$ cat config.mk
export PLATFORM = sky130hd
export DESIGN_NAME = csr_stream_feeder_flat
export DESIGN_NICKNAME = d
export VERILOG_FILES = /design/src/rtl/mvm_pkg.sv /design/src/rtl/csr_stream_feeder_if.sv /design/src/rtl/csr_weight_ram.sv /design/src/rtl/csr_stream_feeder.sv /design/src/flat_wrapper.sv
export SDC_FILE = /design/constraint.sdc
export NUM_CORES = 1
export LEC_CHECK = 0
export BUFFER_PORTS_ARGS = -buffer_cell sky130_fd_sc_hd__buf_2
export CAP_MARGIN = 20
export CORE_ASPECT_RATIO = 1.5
export CORE_MARGIN = 3
export CORE_UTILIZATION = 34
export DETAILED_ROUTE_END_ITERATION = 8
export SLEW_MARGIN = 30
export SYNTH_ARGS = -nofsm -noshare
export SYNTH_HDL_FRONTEND = slang
export SYNTH_SLANG_ARGS = --single-unit
$ cat constraint.sdc
create_clock -name clk -period 5.5 [get_ports clk]
set_input_delay 0.55 -clock clk [delete_from_list [all_inputs] [get_ports clk]]
set_output_delay 0.55 -clock clk [all_outputs]
set_load 0.02 [all_outputs]
$ cat src/rtl/mvm_pkg.sv
// Definitions shared by the CSR stream feeder and the sparse MVM accelerator:
// matrix geometry, FSM state encodings and the CSR entry layout.
package mvm_pkg;

  localparam int N_DIM  = 4;
  localparam int VAL_W  = 8;
  localparam int ADDR_W = 4;

  typedef enum logic [3:0] {
    IDLE,
    START,
    SCAN,
    SEND,
    WAIT_RDY,
    LIST_END,
    SPIKE,
    COLLECT,
    FINISH
  } feeder_state_t;

  // Accelerator-side state names, kept here so both ends share one vocabulary.
  typedef enum logic [2:0] {
    ACC_IDLE,
    ACC_COMPUTE,
    ACC_TRANSMIT,
    ACC_FETCH_CSR,
    ACC_FETCH_TRAIN
  } acc_state_t;

  typedef struct packed {
    logic [1:0]       row;
    logic [1:0]       col;
    logic [VAL_W-1:0] val;
  } csr_entry_t;

  function automatic csr_entry_t make_entry(input logic [ADDR_W-1:0] addr,
                                            input logic [VAL_W-1:0]  val);
    make_entry = '{row: addr[3:2], col: addr[1:0], val: val};
  endfunction

endpackage

$ cat src/rtl/csr_stream_feeder_if.sv
// Feeder <-> accelerator CSR load and result handshake.
// The feeder drives the master side; the accelerator drives the slave side.
interface csr_stream_feeder_if;
  import mvm_pkg::*;

  logic             acc_start;
  logic             sending_cpu;
  logic             done_list;
  logic [1:0]       row_val;
  logic [1:0]       column_val;
  logic [VAL_W-1:0] value;
  logic             fetch_ready;
  logic             sending_out;
  logic [VAL_W-1:0] output_val;

  modport master (
    output acc_start, sending_cpu, done_list, row_val, column_val, value,
    input  fetch_ready, sending_out, output_val
  );

  modport slave (
    input  acc_start, sending_cpu, done_list, row_val, column_val, value,
    output fetch_ready, sending_out, output_val
  );

endinterface

$ cat src/rtl/csr_weight_ram.sv
// 16x8 dense weight store: one synchronous write port for the host and one
// asynchronous read port so the scan can test an address in the same cycle.
module csr_weight_ram
  import mvm_pkg::*;
(
  input  logic              clk,
  input  logic              wr_en,
  input  logic [ADDR_W-1:0] wr_addr,
  input  logic [VAL_W-1:0]  wr_data,
  input  logic [ADDR_W-1:0] rd_addr,
  output logic [VAL_W-1:0]  rd_data
);

  logic [VAL_W-1:0] mem [N_DIM*N_DIM];

  always_ff @(posedge clk) begin
    if (wr_en) begin
      mem[wr_addr] <= wr_data;
    end
  end

  assign rd_data = mem[rd_addr];

endmodule

$ cat src/rtl/csr_stream_feeder.sv
// Compresses the stored 4x4 matrix to CSR entries on the fly, streams them and
// the spike train to the accelerator, then collects its 4 toggle-signalled results.
module csr_stream_feeder
  import mvm_pkg::*;
#(
  parameter int TIMEOUT_CYCLES = 255
) (
  input  logic               clk,
  input  logic               rst_n,
  input  logic               mat_wr_en,
  input  logic [ADDR_W-1:0]  mat_addr,
  input  logic [VAL_W-1:0]   mat_data,
  input  logic [N_DIM-1:0]   spike_in,
  input  logic               go,
  output logic               busy,
  output logic               done,
  output logic               err,
  output logic               res_valid,
  output logic [1:0]         res_idx,
  output logic [VAL_W-1:0]   res_data,
  csr_stream_feeder_if.master acc
);

  localparam logic [7:0] TMO_LIMIT = 8'(TIMEOUT_CYCLES);

  feeder_state_t     state_q, state_d;
  logic [ADDR_W-1:0] p_q, p_d;
  logic [7:0]        tmo_q, tmo_d;
  logic [2:0]        cnt_q, cnt_d;
  logic              prev_q, prev_d;
  logic [N_DIM-1:0]  spike_q, spike_d;
  logic              busy_q, busy_d, done_q, done_d, err_q, err_d;
  logic              res_valid_q, res_valid_d;
  logic [1:0]        res_idx_q, res_idx_d;
  logic [VAL_W-1:0]  res_data_q, res_data_d;
  logic              acc_start_q, acc_start_d;
  logic              sending_cpu_q, sending_cpu_d;
  logic              done_list_q, done_list_d;
  csr_entry_t        entry_q, entry_d;
  logic [VAL_W-1:0]  mem_rd;
  logic [7:0]        tmo_inc;
  logic              tmo_expired;
  logic              toggle;

  csr_weight_ram u_ram (
    .clk     (clk),
    .wr_en   (mat_wr_en),
    .wr_addr (mat_addr),
    .wr_data (mat_data),
    .rd_addr (p_q),
    .rd_data (mem_rd)
  );

  assign tmo_inc     = tmo_q + 8'd1;
  assign tmo_expired = (tmo_inc == TMO_LIMIT);
  assign toggle      = (acc.sending_out != prev_q);

  always_comb begin
    state_d       = state_q;
    p_d           = p_q;
    tmo_d         = tmo_q;
    cnt_d         = cnt_q;
    prev_d        = acc.sending_out;
    spike_d       = spike_q;
    busy_d        = busy_q;
    done_d        = 1'b0;
    err_d         = err_q;
    res_valid_d   = 1'b0;
    res_idx_d     = res_idx_q;
    res_data_d    = res_data_q;
    acc_start_d   = 1'b0;
    sending_cpu_d = 1'b0;
    done_list_d   = 1'b0;
    entry_d       = '0;

    case (state_q)
      IDLE: begin
        if (go) begin
          spike_d     = spike_in;
          err_d       = 1'b0;
          busy_d      = 1'b1;
          acc_start_d = 1'b1;
          cnt_d       = '0;
          state_d     = START;
        end
      end
      START: begin
        p_d     = '0;
        tmo_d   = '0;
        state_d = WAIT_RDY;
      end
      WAIT_RDY: begin
        if (acc.fetch_ready) begin
          state_d = SCAN;
        end else if (tmo_expired) begin
          err_d   = 1'b1;
          done_d  = 1'b1;
          busy_d  = 1'b0;
          tmo_d   = '0;
          state_d = IDLE;
        end else begin
          tmo_d = tmo_inc;
        end
      end
      SCAN: begin
        if (mem_rd != '0) begin
          sending_cpu_d = 1'b1;
          entry_d       = make_entry(p_q, mem_rd);
          state_d       = SEND;
        end else if (p_q == 4'd15) begin
          tmo_d   = '0;
          state_d = LIST_END;
        end else begin
          p_d = p_q + 4'd1;
        end
      end
      SEND: begin
        tmo_d = '0;
        if (p_q == 4'd15) begin
          state_d = LIST_END;
        end else begin
          p_d     = p_q + 4'd1;
          state_d = WAIT_RDY;
        end
      end
      LIST_END: begin
        if (acc.fetch_ready) begin
          done_list_d = 1'b1;
          tmo_d       = '0;
          state_d     = SPIKE;
        end else if (tmo_expired) begin
          err_d   = 1'b1;
          done_d  = 1'b1;
          busy_d  = 1'b0;
          tmo_d   = '0;
          state_d = IDLE;
        end else begin
          tmo_d = tmo_inc;
        end
      end
      SPIKE: begin
        // tmo_q doubles as the one-cycle gap marker after done_list.
        if (tmo_q == 8'd0) begin
          tmo_d = 8'd1;
        end else begin
          sending_cpu_d = 1'b1;
          entry_d.val   = {{(VAL_W-N_DIM){1'b0}}, spike_q};
          tmo_d         = '0;
          state_d       = COLLECT;
        end
      end
      COLLECT: begin
        if (toggle) begin
          res_valid_d = 1'b1;
          res_idx_d   = cnt_q[1:0];
          res_data_d  = acc.output_val;
          cnt_d       = cnt_q + 3'd1;
          tmo_d       = '0;
          if (cnt_q == 3'd3) begin
            done_d  = 1'b1;
            busy_d  = 1'b0;
            state_d = FINISH;
          end
        end else if (tmo_expired) begin
          err_d   = 1'b1;
          done_d  = 1'b1;
          busy_d  = 1'b0;
          tmo_d   = '0;
          state_d = IDLE;
        end else begin
          tmo_d = tmo_inc;
        end
      end
      FINISH: begin
        state_d = IDLE;
      end
      default: begin
        state_d = IDLE;
      end
    endcase
  end

  always_ff @(posedge clk or negedge rst_n) begin
    if (!rst_n) begin
      state_q       <= IDLE;
      p_q           <= '0;
      tmo_q         <= '0;
      cnt_q         <= '0;
      prev_q        <= 1'b0;
      spike_q       <= '0;
      busy_q        <= 1'b0;
      done_q        <= 1'b0;
      err_q         <= 1'b0;
      res_valid_q   <= 1'b0;
      res_idx_q     <= '0;
      res_data_q    <= '0;
      acc_start_q   <= 1'b0;
      sending_cpu_q <= 1'b0;
      done_list_q   <= 1'b0;
      entry_q       <= '0;
    end else begin
      state_q       <= state_d;
      p_q           <= p_d;
      tmo_q         <= tmo_d;
      cnt_q         <= cnt_d;
      prev_q        <= prev_d;
      spike_q       <= spike_d;
      busy_q        <= busy_d;
      done_q        <= done_d;
      err_q         <= err_d;
      res_valid_q   <= res_valid_d;
      res_idx_q     <= res_idx_d;
      res_data_q    <= res_data_d;
      acc_start_q   <= acc_start_d;
      sending_cpu_q <= sending_cpu_d;
      done_list_q   <= done_list_d;
      entry_q       <= entry_d;
    end
  end

  assign busy            = busy_q;
  assign done            = done_q;
  assign err             = err_q;
  assign res_valid       = res_valid_q;
  assign res_idx         = res_idx_q;
  assign res_data        = res_data_q;
  assign acc.acc_start   = acc_start_q;
  assign acc.sending_cpu = sending_cpu_q;
  assign acc.done_list   = done_list_q;
  assign acc.row_val     = entry_q.row;
  assign acc.column_val  = entry_q.col;
  assign acc.value       = entry_q.val;

endmodule

$ cat src/flat_wrapper.sv
// flat-port wrapper written by rule: the top's interface ports become plain ports
module csr_stream_feeder_flat import mvm_pkg::*;
#(
  parameter int TIMEOUT_CYCLES = 255
)
  (clk, rst_n, mat_wr_en, mat_addr, mat_data, spike_in, go, busy, done, err, res_valid, res_idx, res_data, acc_acc_start, acc_sending_cpu, acc_done_list, acc_row_val, acc_column_val, acc_value, acc_fetch_ready, acc_sending_out, acc_output_val);
  csr_stream_feeder_if acc_i ();
  input  logic clk;
  input  logic rst_n;
  input  logic mat_wr_en;
  input  logic [ADDR_W-1:0] mat_addr;
  input  logic [VAL_W-1:0] mat_data;
  input  logic [N_DIM-1:0] spike_in;
  input  logic go;
  output logic busy;
  output logic done;
  output logic err;
  output logic res_valid;
  output logic [1:0] res_idx;
  output logic [VAL_W-1:0] res_data;
  output wire logic [$bits(acc_i.acc_start)-1:0] acc_acc_start;
  output wire logic [$bits(acc_i.sending_cpu)-1:0] acc_sending_cpu;
  output wire logic [$bits(acc_i.done_list)-1:0] acc_done_list;
  output wire logic [$bits(acc_i.row_val)-1:0] acc_row_val;
  output wire logic [$bits(acc_i.column_val)-1:0] acc_column_val;
  output wire logic [$bits(acc_i.value)-1:0] acc_value;
  input wire logic [$bits(acc_i.fetch_ready)-1:0] acc_fetch_ready;
  input wire logic [$bits(acc_i.sending_out)-1:0] acc_sending_out;
  input wire logic [$bits(acc_i.output_val)-1:0] acc_output_val;
  assign acc_acc_start = acc_i.acc_start;
  assign acc_sending_cpu = acc_i.sending_cpu;
  assign acc_done_list = acc_i.done_list;
  assign acc_row_val = acc_i.row_val;
  assign acc_column_val = acc_i.column_val;
  assign acc_value = acc_i.value;
  assign acc_i.fetch_ready = acc_fetch_ready;
  assign acc_i.sending_out = acc_sending_out;
  assign acc_i.output_val = acc_output_val;
  csr_stream_feeder #(.TIMEOUT_CYCLES(TIMEOUT_CYCLES)) u_core (.clk(clk), .rst_n(rst_n), .mat_wr_en(mat_wr_en), .mat_addr(mat_addr), .mat_data(mat_data), .spike_in(spike_in), .go(go), .busy(busy), .done(done), .err(err), .res_valid(res_valid), .res_idx(res_idx), .res_data(res_data), .acc(acc_i));
endmodule
After elaboration in Yosys (flattened, before gate mapping)
Memories as Yosys holds them, arrays and structs flattened.
Cells that the tools add are included.
{"block": "totals", "memories": 1, "out_inout_bits": 29, "word_cells": 116, "reg_bits": 53, "ram_bits": 128}
{"block": "classes", "n_reduce_logical": 17, "n_eq_ne": 21, "addsub": 3, "n_mux": 56}
{"memory": "u_core.u_ram.mem", "depth": 16, "word_bits": 8, "rd": 1, "rd_ports_with_merged_regs": 0, "write_ports": 1, "line_no": "csr_weight_ram.sv:14", "text": "logic [VAL_W-1:0] mem [N_DIM*N_DIM];"}
{"op": "$mux 4", "count": 13}
{"op": "$mux 8", "count": 6}
{"op": "$pmux 8 s6", "count": 1}
{"op": "$pmux 4 s8", "count": 1}
{"op": "$mux 1", "count": 25}
{"op": "$eq 4x3->1 const B", "count": 4}
{"op": "$pmux 8 s2", "count": 1}
{"op": "$reduce_and 4->1", "count": 4}
{"op": "$mux 12", "count": 1}
{"op": "$ne 2x2->1 const B", "count": 6}
{"op": "$pmux 4 s3", "count": 1}
{"op": "$add 8x1->8 const B", "count": 1}
{"op": "$eq 4x2->1 const B", "count": 2}
{"op": "$eq 8x8->1 const B", "count": 1}
{"op": "$logic_not 8->1", "count": 1}
{"op": "$reduce_bool 8->1", "count": 1}
{"op": "$mux 3", "count": 2}
{"op": "$pmux 1 s3", "count": 2}
{"op": "$pmux 3 s2", "count": 1}
{"op": "$reduce_and 2->1", "count": 3}
{"op": "$reduce_bool 3->1", "count": 2}
{"op": "$reduce_bool 6->1", "count": 1}
{"op": "$add 4x1->4 const B", "count": 1}
{"op": "$eq 4x1->1 const B", "count": 1}
{"op": "other kinds (12)", "count": 15}

Depth between registers and ports, before layout
Gate-level depths: netlist of the first run.
{"block": "logic_depth", "ltp_word": 5, "depth_mapped": 11, "mapped_depth_nobuf": 9}

Modules after synthesis
From an unflattened synthesis of the first run, not the netlist that was laid out.
{"block": "hier_totals", "hier_cells": 474, "area_unflattened_um2": 7518.5}
{"module": "csr_weight_ram", "area_each_um2": 4987.3, "cells_per_inst": 221, "instances": 1}
{"module": "csr_stream_feeder", "area_each_um2": 2531.2, "cells_per_inst": 253, "instances": 1}

Least setup slack after synthesis of the first run
OpenSTA, ideal clock, no wires.
{"block": "synth_timing", "kind": "register to register", "from": "reg u_core.p_q[0]", "to": "reg u_core.p_q[3]", "period_less_slack_ns": 2.655, "setup_time_ns": 0.078, "n_path_buf": 4, "setup_slack_ns": 2.845, "t_arrival_ns": 2.578, "path_stages_with_launch": 12, "cell_sequence": "dfrtp_1 -> buf_6 -> buf_2 -> clkbuf_1 -> mux2i_1 -> a21oi_1 -> a22oi_2 -> nand4_1 -> o31a_1 -> buf_6 -> or3_1 -> a21oi_1"}
{"block": "synth_via", "elab_chain_cells": 4, "elab_cells_between_ends": 9, "classes_between": "1 x add/sub; 2 x eq/ne; 3 x mux; 2 x reduce/logical; 1 x memory"}
{"item": "start, declared", "line_no": "csr_stream_feeder.sv:27", "text": "logic [ADDR_W-1:0] p_q, p_d;"}
{"item": "start signal, assigned", "line_no": "csr_stream_feeder.sv:203", "text": "p_q <= p_d;"}
{"item": "$mem_v2 16x8 (tied with other cells)"}
{"item": "$reduce_bool 8->1 or $mux 4 (tied branches)", "line_no": "csr_stream_feeder.sv:106, csr_stream_feeder.sv:110, csr_stream_feeder.sv:119"}
{"item": "$ne 2x2->1 (no source line) or $mux 4 (tied branches)"}
{"item": "$reduce_and 2->1 (no source line) or $pmux 4 s3 (tied branches)"}
Several ways; a longest one is shown, not always the timed one. The select of a mux whose other input is x is not followed.
A chain may end at the register's enable or synchronous reset.

Worst setup path in the final report of the first run
{"block": "layout_timing", "from": "reg u_core.p_q[0]", "to": "reg u_core.tmo_q[1]"}
{"block": "layout_via", "elab_chain_cells": 4, "elab_cells_between_ends": 6, "classes_between": "3 x eq/ne; 2 x reduce/logical; 1 x memory"}
{"item": "$mem_v2 16x8"}
{"item": "$reduce_bool 8->1", "line_no": "csr_stream_feeder.sv:106", "text": "if (mem_rd != '0) begin"}
{"item": "$ne 2x2->1 (no source line)"}
{"item": "$reduce_and 4->1 (no source line) (*)"}
{"item": "end signal, assigned", "line_no": "csr_stream_feeder.sv:204", "text": "tmo_q <= tmo_d;"}
{"item": "end, declared", "line_no": "csr_stream_feeder.sv:28", "text": "logic [7:0] tmo_q, tmo_d;"}
Every way passes the cells marked *; elsewhere a longest branch is shown, timed or not.

==> results of run 1 <==
[critical path, stage by stage (launching register included)]
cell     delay, ps
dfrtp_4        780
buf_4          380
mux4_2         540
mux2_2         280
a22oi_1        220
nand2_1        100
o31a_1         420
and2b_1        450
mux2i_1        230
[layer usage]
metal,up-vias,share of wire,global-route usage
met5,-,0.00083,0
met4,2,0.014,0.0454
met3,17,0.057,0.0311
met2,124,0.53,0.240
met1,2155,0.40,0.164
li1,2013,-,-
[cells in the final DEF, fill, tap and decap left out, types with 5 or more instances in the layout]
cell | Yosys | layout
edfxtp_1 | 128 | 128
mux2_2 | 8 | 8
clkbuf_16 | 0 | 17
a31oi_1 | 7 | 7
and3_1 | 7 | 7
dfrtp_1 | 53 | 52
nand3_1 | 17 | 17
or3_1 | 5 | 5
a22oi_1 | 6 | 6
o21ai_0 | 12 | 12
nor2b_1 | 7 | 7
inv_6 | 0 | 5
mux4_2 | 22 | 22
mux2i_1 | 12 | 12
buf_4 | 0 | 6
buf_2 | 3 | 57
nand2b_1 | 6 | 6
inv_1 | 13 | 13
nand2_1 | 53 | 53
mux4_1 | 5 | 5
ha_1 | 6 | 6
a21oi_1 | 12 | 12
nor3_1 | 10 | 8
and2_1 | 5 | 5
nor2_1 | 32 | 32
[final cells by class]
cell class | count | share of cell area
flip-flops and latches | 181 | 0.596
multi-input cells | 280 | 0.251
clock buffers | 17 | 0.0490
well taps | 272 | 0.0392
repair buffers | 63 | 0.0380
clock inverters | 15 | 0.0210
inverters | 13 | 0.00562
[kinds of logic (layout without fill, tap and decap cells)]
kind of cell	after synthesis	after routing	synth area share
xor+xnor	4	4	0.00466
compound gates	66	66	0.0611
buf+inv	36	108	0.0236
simple gates	156	156	0.100
mux	48	48	0.113
flops	181	181	0.687
fa+ha+maj	6	6	0.00998
[state kept, by name, summed over array words and instances, names as in the netlist, 2 cells and up]
register               count
u_core.u_ram.mem         128
u_core.acc.value           8
u_core.res_data            8
u_core.tmo_q               8
u_core.p_q                 4
u_core.spike_q             4
u_core.state_q             4
u_core.cnt_q               3
u_core.acc.column_val      2
u_core.acc.row_val         2
u_core.res_idx             2
[through the flow]
stage	cells	hold WS (ps)	util	worst slack (ps)	total power [mW]
CTS	841	166	0.400	1750	4.00
finish	841	148	0.400	2020	3.96
detailed placement	809	464	0.372	1760	2.78
global placement	809	452	0.371	1850	2.75
global route	841	198	0.400	1780	4.17
floorplan	497	254	-	2840	2.51
[power breakdown]
group	switching (mW)	total [mW]	internal, mW
clock network	0.562	1.22	0.654
logic	0.551	0.999	0.448
registers	0.157	1.75	1.59
total	1.27	3.96	2.69
[final timing paths]
check,startpoint,end,slack [ps],depth (start not counted)
worst max-delay path,u_core.p_q[0],u_core.tmo_q[1],2020,8
worst min-delay path,rst_n,u_core.acc.value[6],150,1
worst max register to register,u_core.p_q[0],u_core.tmo_q[1],2020,8
worst min register to register,u_core.res_data[2],u_core.res_data[2],480,2
max in group asynchronous,rst_n,u_core.p_q[0],4870,1
min in group clk,acc_sending_out,u_core.prev_q,290,1
==> results_dict.tcl, run 1 <==
set metrics [dict create \
    status "completed" \
    synth_ff_type "edfxtp_1" \
    rows 66 \
    avgSynthCellArea_um2 15.1 \
    path_class "flop to flop" \
    maxSlewHeadroom 0.358 \
    cts_max_level 4 \
    clkLatencyLatePin_ps 440 \
    core_area_um2 21700 \
    peakVddDrop_mv 0.227 \
    ant_nets 0 \
    ys.warnings.count 0 \
    rsz0062_at_grt "false" \
    syn_nets 533 \
    num_vias 4311 \
    start_util 0.346 \
    globalplace.congestion 0.862 \
    first_pass_iters 4 \
    antenna_found_initial 1 \
    fillers 1968 \
    grt_max_degree 54 \
    multiInputGateArea_um2 2180 \
    async_flop_share 0.293 \
    leakagePower_nw 3.29 \
    yosysMostFrequentCell "edfxtp_1" \
    cts_tree "yes" \
    diodes 0 \
    cts_root_buf "clkbuf_16" \
    syn_to_final_growth_pct 15.5 \
    die_w_um 127 \
    remaining_drc_errors 0 \
    clock-sinks 181 \
    post-synth-top-area-cell "edfxtp_1" \
    layout.nets 592 \
    cts_hold_buffers 0 \
    yosys.area.top_type_share 0.511 \
    clockBufferDepth 2 \
    hpwl_um 10600 \
    die_h_um 188 \
    synthesis.area_um2 7520 \
    final_hold_viol_count 0 \
    powerDensity_nw_per_um2 456 \
    numCtsBuffers 17 \
    grt_pass1_wl_um 24900 \
    start_kind "flop" \
    worst_pin_slew_ps 960 \
    setup_tns_ps 0 \
    endpoint_kind "flop" \
    dr.first_iter.drc_count 316 \
    place_area_um2 8070 \
    drt-vias-per-instance 5.13 \
    timing.fmax_mhz 288 \
    grt_usage 0.136 \
    layout-drive-gt1-share 0.239 \
    critPathMaxFanout 27 \
    crit_required_ps 5860 \
    ys_top_cells_by_count "edfxtp_1 (128), dfrtp_1 (53), nand2_1 (53)" \
    wl_um 15700 \
    post-route-period-util 0.632 \
    io_buffers 58 \
    netlist_top_cells_area "edfxtp_1 (51%), dfrtp_1 (18%), mux4_2 (6.6%)" \
    gr-total-overflow 0 \
    cts_resized 0 \
    postCtsSetupBuffers 0 \
    worst_clock_skew_ps 23.3 \
    synth_seq_cells 181 \
    synth-edff-count 128 \
    yosysSeqAreaShare 0.687 \
    synth.distinct_cells 55 \
    regArea_um2 5170 \
    arrival_ps 3840 \
    clkTransAtPathRegs_ps 70 \
    num_io_pins 59 \
    finalMaxSlewViolations 0 \
    grt_pass1_vias 4402 \
    drv_cap 0 \
    hold_path_class "primary input to asynchronous set/reset pin" \
    finalSetupViolCount 0 \
    dieArea_um2 24000 \
    finalInstanceArea_um2 8680 \
    drt-wirelength-per-cell_um 18.7 \
    period_needed_ps 3480 \
    syn_inst 497 \
]
(Power assumes the default switching activity.)
==> run 2, diff against run 1 <==
==> constraint.sdc (replaced) <==
create_clock -name clk -period 3.6 [get_ports clk]
set_input_delay 0.36 -clock clk [delete_from_list [all_inputs] [get_ports clk]]
set_output_delay 0.36 -clock clk [all_outputs]
set_load 0.02 [all_outputs]
==> run 2 against run 1 <==
Against the previous run: via count up 2.4%; total power up 54%; maximum frequency up 3.4%; register-to-register slack worse by 1800 ps; critical path depth unchanged; sequential share of layout area down 0.45 points; global-route usage up 0.31 points; utilization up 0.28 points; worst setup slack worse by 1800 ps; largest power group unchanged; sequential power up 51%; combinational power up 59%.
==> results_dict.tcl, run 2 (same netlist as run 1, synthesis figures left out) <==
set metrics [dict create \
    status "completed" \
    grt_pass1_vias 4597 \
    worst_clock_skew_ps 8.72 \
    num_io_pins 59 \
    num_vias 4415 \
    final_common_cell "edfxtp_1" \
    grt_usage 0.140 \
    timing.fmax_mhz 297 \
    layout.nets 599 \
    cts_hold_buffers 1 \
    period_needed_ps 3360 \
    arrival_ps 3700 \
    total_power_mw 6.09 \
    grt_max_degree 46 \
    first_pass_iters 4 \
    layout-drive-gt1-share 0.245 \
    clockBufferDepth 2 \
    setup_tns_ps 0 \
    maxSlewHeadroom 0.342 \
    path_class "flop to flop" \
    final_hold_viol_count 0 \
    cp-startpoint "u_core.p_q[0]" \
    cts_resized 0 \
    peakVddDrop_mv 0.358 \
    whs_ps 93.2 \
    finalMaxSlewViolations 0 \
    core_area_um2 21700 \
    worst_pin_slew_ps 984 \
    crit_required_ps 3940 \
    grt_pass1_wl_um 25800 \
    rows 66 \
    start_util 0.346 \
    rsz0062_at_grt "false" \
    final_cell_mix "edfxtp_1 (128), buf_2 (58), nand2_1 (53)" \
    hpwl_um 11400 \
    final_util 0.403 \
    clkLatencyLatePin_ps 420 \
    worstReg2RegStart "u_core.p_q[0]" \
    gr-total-overflow 0 \
    fillers 1960 \
    drv_cap 0 \
    critPathMaxFanout 26 \
    diodes 0 \
    postCtsSetupBuffers 0 \
    clkTransAtPathRegs_ps 70 \
    clock-sinks 181 \
    post-route-period-util 0.934 \
    finalSetupViolCount 0 \
    wl_um 16300 \
    remaining_drc_errors 0 \
    start_kind "flop" \
    numCtsBuffers 17 \
    drt-wirelength-per-cell_um 19.2 \
    die_w_um 127 \
    leakagePower_nw 3.33 \
    holdCritStartpoint "acc_sending_out" \
    cts_root_buf "clkbuf_16" \
    worstPathCellList "buf_12, mux4_1, mux2_2, a22oi_2, nand4_1, o31a_1, and2b_1, mux2i_1" \
    antenna_found_initial 0 \
    slowest_stage "dfrtp_2" \
    powerDensity_nw_per_um2 697 \
    hold_path_class "primary input to flop" \
    largest_reg_flops 128 \
    dieArea_um2 24000 \
    globalplace.congestion 0.880 \
    critPathMaxStageDelay_ps 710 \
    dr.first_iter.drc_count 403 \
    io_buffers 58 \
    die_h_um 188 \
    cts_max_level 4 \
    drt-vias-per-instance 5.21 \
    endpoint_kind "flop" \
    ant_nets 0 \
    syn_to_final_growth_pct 16.3 \
    largest-register "u_core.u_ram.mem" \
    cts_tree "yes" \
]
[run 2: final timing paths]
kind	endpoint	slack [ps]	cells past startpoint
max	u_core.tmo_q[0]	240	8
min	u_core.prev_q	90	1
max reg2reg	u_core.tmo_q[0]	240	8
min reg2reg	u_core.busy	470	1
max in group asynchronous	u_core.p_q[0]	2430	3
min in group asynchronous	u_core.tmo_q[4]	320	2
[run 2: final cells by class]
cell class | instances | area, um^2 | share of cell area
Clock buffer | 18 | 429 | 0.0491
Clock inverter | 14 | 166 | 0.0190
Inverter | 13 | 48.8 | 0.00558
Multi-Input combinational cell | 280 | 2190 | 0.251
Sequential cell | 181 | 5170 | 0.591
Tap cell | 272 | 340 | 0.0389
Timing Repair Buffer | 70 | 395 | 0.0452
[run 2: through the flow]
step	std cells	instance area, um^2	worst slack [ps]
after CTS	848	8740	201
after global placement	815	8130	304
after global routing	848	8750	60.2
after floorplan	497	7520	945
final	848	8750	238
after detailed placement	815	8130	212
[run 2: critical path: cells and delay by family, from the launching register on]
kind,cells,cell delay [ps]
DFF,1,710
AOI/OAI and AO/OA,2,600
and+or+nand+nor,2,580
buffers and inverters,1,290
muxes,3,1090
[run 2: routing by layer]
layer  global-route usage  wire length (um)  vias up
met5                    0                 0        -
met4               0.0491               339        0
met3               0.0288               681       23
met2                0.249              8740      144
met1                0.165              6530     2224
li1                     -                 -     2024
[run 2: power by group]
part	switching, mW	internal (mW)	total [mW]	leakage, nW
registers	0.210	2.43	2.64	1.86
clock network	0.813	1.05	1.86	0.294
logic	0.874	0.715	1.59	1.17
==> run 3, diff against run 2 <==
--- a/config.mk
+++ b/config.mk
@@ -5,12 +5,14 @@
 export SDC_FILE = /design/constraint.sdc
 export NUM_CORES = 1
 export LEC_CHECK = 0
+export ABC_AREA = 1
 export BUFFER_PORTS_ARGS = -buffer_cell sky130_fd_sc_hd__buf_2
 export CAP_MARGIN = 20
 export CORE_ASPECT_RATIO = 1.5
 export CORE_MARGIN = 3
-export CORE_UTILIZATION = 34
+export CORE_UTILIZATION = 50
 export DETAILED_ROUTE_END_ITERATION = 8
+export PLACE_DENSITY = 0.68
 export SLEW_MARGIN = 30
 export SYNTH_ARGS = -nofsm -noshare
 export SYNTH_HDL_FRONTEND = slang
==> run 3 against run 2 <==
Against the previous run: clock power fell by 3%; critical endpoint is now u_core.p_q[2]; non-clock buffer count fell by 6; utilization rose by 17 points.
==> results_dict.tcl, run 3 <==
set metrics [dict create \
    status "completed" \
    die_h_um 163 \
    peakVddDrop_mv 0.291 \
    start_kind "flop" \
    die_w_um 110 \
    timing.fmax_mhz 394 \
    async_flop_share 0.293 \
    clkTransAtPathRegs_ps 70 \
    yosysSeqAreaShare 0.633 \
    post-route-period-util 0.705 \
    final_hold_viol_count 0 \
    crit_required_ps 3920 \
    endpoint_kind "flop" \
    antenna_found_initial 0 \
    remaining_drc_errors 0 \
    core_area_um2 15800 \
    gr-total-overflow 0 \
    syn_nets 906 \
    powerDensity_nw_per_um2 642 \
    grt_pass1_wl_um 28100 \
    leakagePower_nw 4.19 \
    rows 56 \
    layout-drive-gt1-share 0.113 \
    grt_pass1_vias 5564 \
    cts_root_buf "clkbuf_16" \
    dr.first_iter.drc_count 345 \
    drt-wirelength-per-cell_um 15.5 \
    syn_inst 870 \
    num_vias 5766 \
    cts_hold_buffers 0 \
    yosysMostFrequentCell "nand2_1" \
    drt-vias-per-instance 5.07 \
    final_cell_mix "nand2_1 (303), edfxtp_1 (128), inv_1 (116)" \
    grt_max_degree 75 \
    hold_path_class "primary input to asynchronous set/reset pin" \
    synth-edff-count 128 \
    largest_reg_flops 128 \
    worst_pin_slew_ps 846 \
    largest-register "u_core.u_ram.mem" \
    netlist_top_cells_area "edfxtp_1 (47%), dfrtp_1 (16%), nand2_1 (14%)" \
    finalSetupViolCount 0 \
    period_needed_ps 2540 \
    critPathMaxFanout 74 \
    num_io_pins 59 \
    cts_max_level 4 \
    globalplace.congestion 0.863 \
    arrival_ps 2850 \
    grt_usage 0.207 \
    synth_seq_cells 181 \
    avgSynthCellArea_um2 9.38 \
    maxSlewHeadroom 0.436 \
    start_util 0.516 \
    finalMaxSlewViolations 0 \
    numCtsBuffers 17 \
    first_pass_iters 5 \
    post-synth-top-area-cell "edfxtp_1" \
    ys.warnings.count 0 \
    hpwl_um 11600 \
    io_buffers 58 \
    cts_tree "yes" \
    cp-startpoint "u_core.p_q[0]" \
    final_util 0.577 \
    synthesis.area_um2 8160 \
    postCtsSetupBuffers 0 \
    worst_clock_skew_ps 11.4 \
    dieArea_um2 17900 \
    diodes 0 \
    synth.distinct_cells 33 \
    synth_ff_type "edfxtp_1" \
    setup_tns_ps 0 \
    rsz0062_at_grt "false" \
    cts_resized 0 \
    worstReg2RegStart "u_core.p_q[0]" \
    final_common_cell "nand2_1" \
    ant_nets 0 \
    drv_cap 0 \
    yosys.area.top_type_share 0.471 \
    syn_to_final_growth_pct 11.9 \
    layout.nets 958 \
    path_class "flop to flop" \
    wl_um 17700 \
    clkLatencyLatePin_ps 430 \
    clockBufferDepth 2 \
    clock-sinks 181 \
    ys_top_cells_by_count "nand2_1 (303), edfxtp_1 (128), inv_1 (116)" \
]
## run 3: cell types whose count changed in the layout (fill, tap and decap cells not counted), sizes merged, moves of 8 or more
cell | before | now
o21ai | 12 | 20
inv | 21 | 126
nor2 | 32 | 86
nand3 | 17 | 78
mux2i | 12 | 0
mux2 | 9 | 0
mux4 | 27 | 0
a22oi | 8 | 0
nand2 | 53 | 305
## run 3: worst max-delay path, cell delays in order (launching register included)
cell and delay [ps]:
dfrtp_2 370, buf_4 600, nand2_1 120, nand3_1 130, nand2_1 120, nand2_1 80
nand2_1 60, clkinv_1 60, nand2_1 50, nor2_1 90, nand2_1 90, o21ai_2 130
buf_4 240, nand2_2 100, nand2_1 90, nand2_1 60
## run 3: cell type report
type                            instances  area [um^2]
Fill cell                            1406         6700
Timing Repair Buffer                   64          335
Clock inverter                         15          164
Clock buffer                           17          425
Tap cell                              203          254
Inverter                              121          454
Multi-Input combinational cell        537         2330
Sequential cell                       181         5170
## run 3: cell families after synthesis
| logic type | synth area share |
|---|---|
| AND/OR/NAND/NOR | 0.240 |
| flip-flops | 0.633 |
| buffers and inverters | 0.0815 |
| AO/OA/AOI/OAI | 0.0323 |
| adder cells (fa/ha/maj) | 0.00920 |
| XOR/XNOR | 0.00322 |
## run 3: routing by layer
layer	track usage	up-vias	wire length, um
li1	-	2887	-
met1	0.250	2677	7060
met2	0.365	169	9270
met3	0.0365	33	803
met4	0.0773	0	517
met5	0	-	0
## run 3: through the flow
stage | instances | power [mW] | worst slack [ps] | hold slack, ps | area, um^2
floorplan | 870 | 3.71 | 1760 | 64.4 | 8160
global placement | 1106 | 4.09 | 1100 | 449 | 8540
detailed placement | 1106 | 4.11 | 1090 | 453 | 8540
CTS | 1138 | 5.91 | 1070 | 51.4 | 9130
global route | 1138 | 6.22 | 791 | 52.5 | 9130
finish | 1138 | 5.86 | 1060 | 35.5 | 9130
## run 3: power by group
part / internal, mW / leakage, nW / total (mW) / switching (mW)
sequential: 2.43 / 1.86 / 2.55 / 0.123
combinational: 0.450 / 2.05 / 1.51 / 1.05
clock: 0.929 / 0.282 / 1.80 / 0.872
total: 3.81 / 4.19 / 5.86 / 2.05
## run 3: final timing paths
path                                         to  slack, ps  depth (start not counted)
setup reg to reg                  u_core.p_q[2]       1060                         15
min in group clk                  u_core.prev_q         60                          1
hold reg to reg              u_core.res_data[2]        470                          2
hold / removal                  u_core.tmo_q[3]         40                          1
setup / recovery                  u_core.p_q[2]       1060                         15
max in group asynchronous  u_core.acc.acc_start       2820                          2
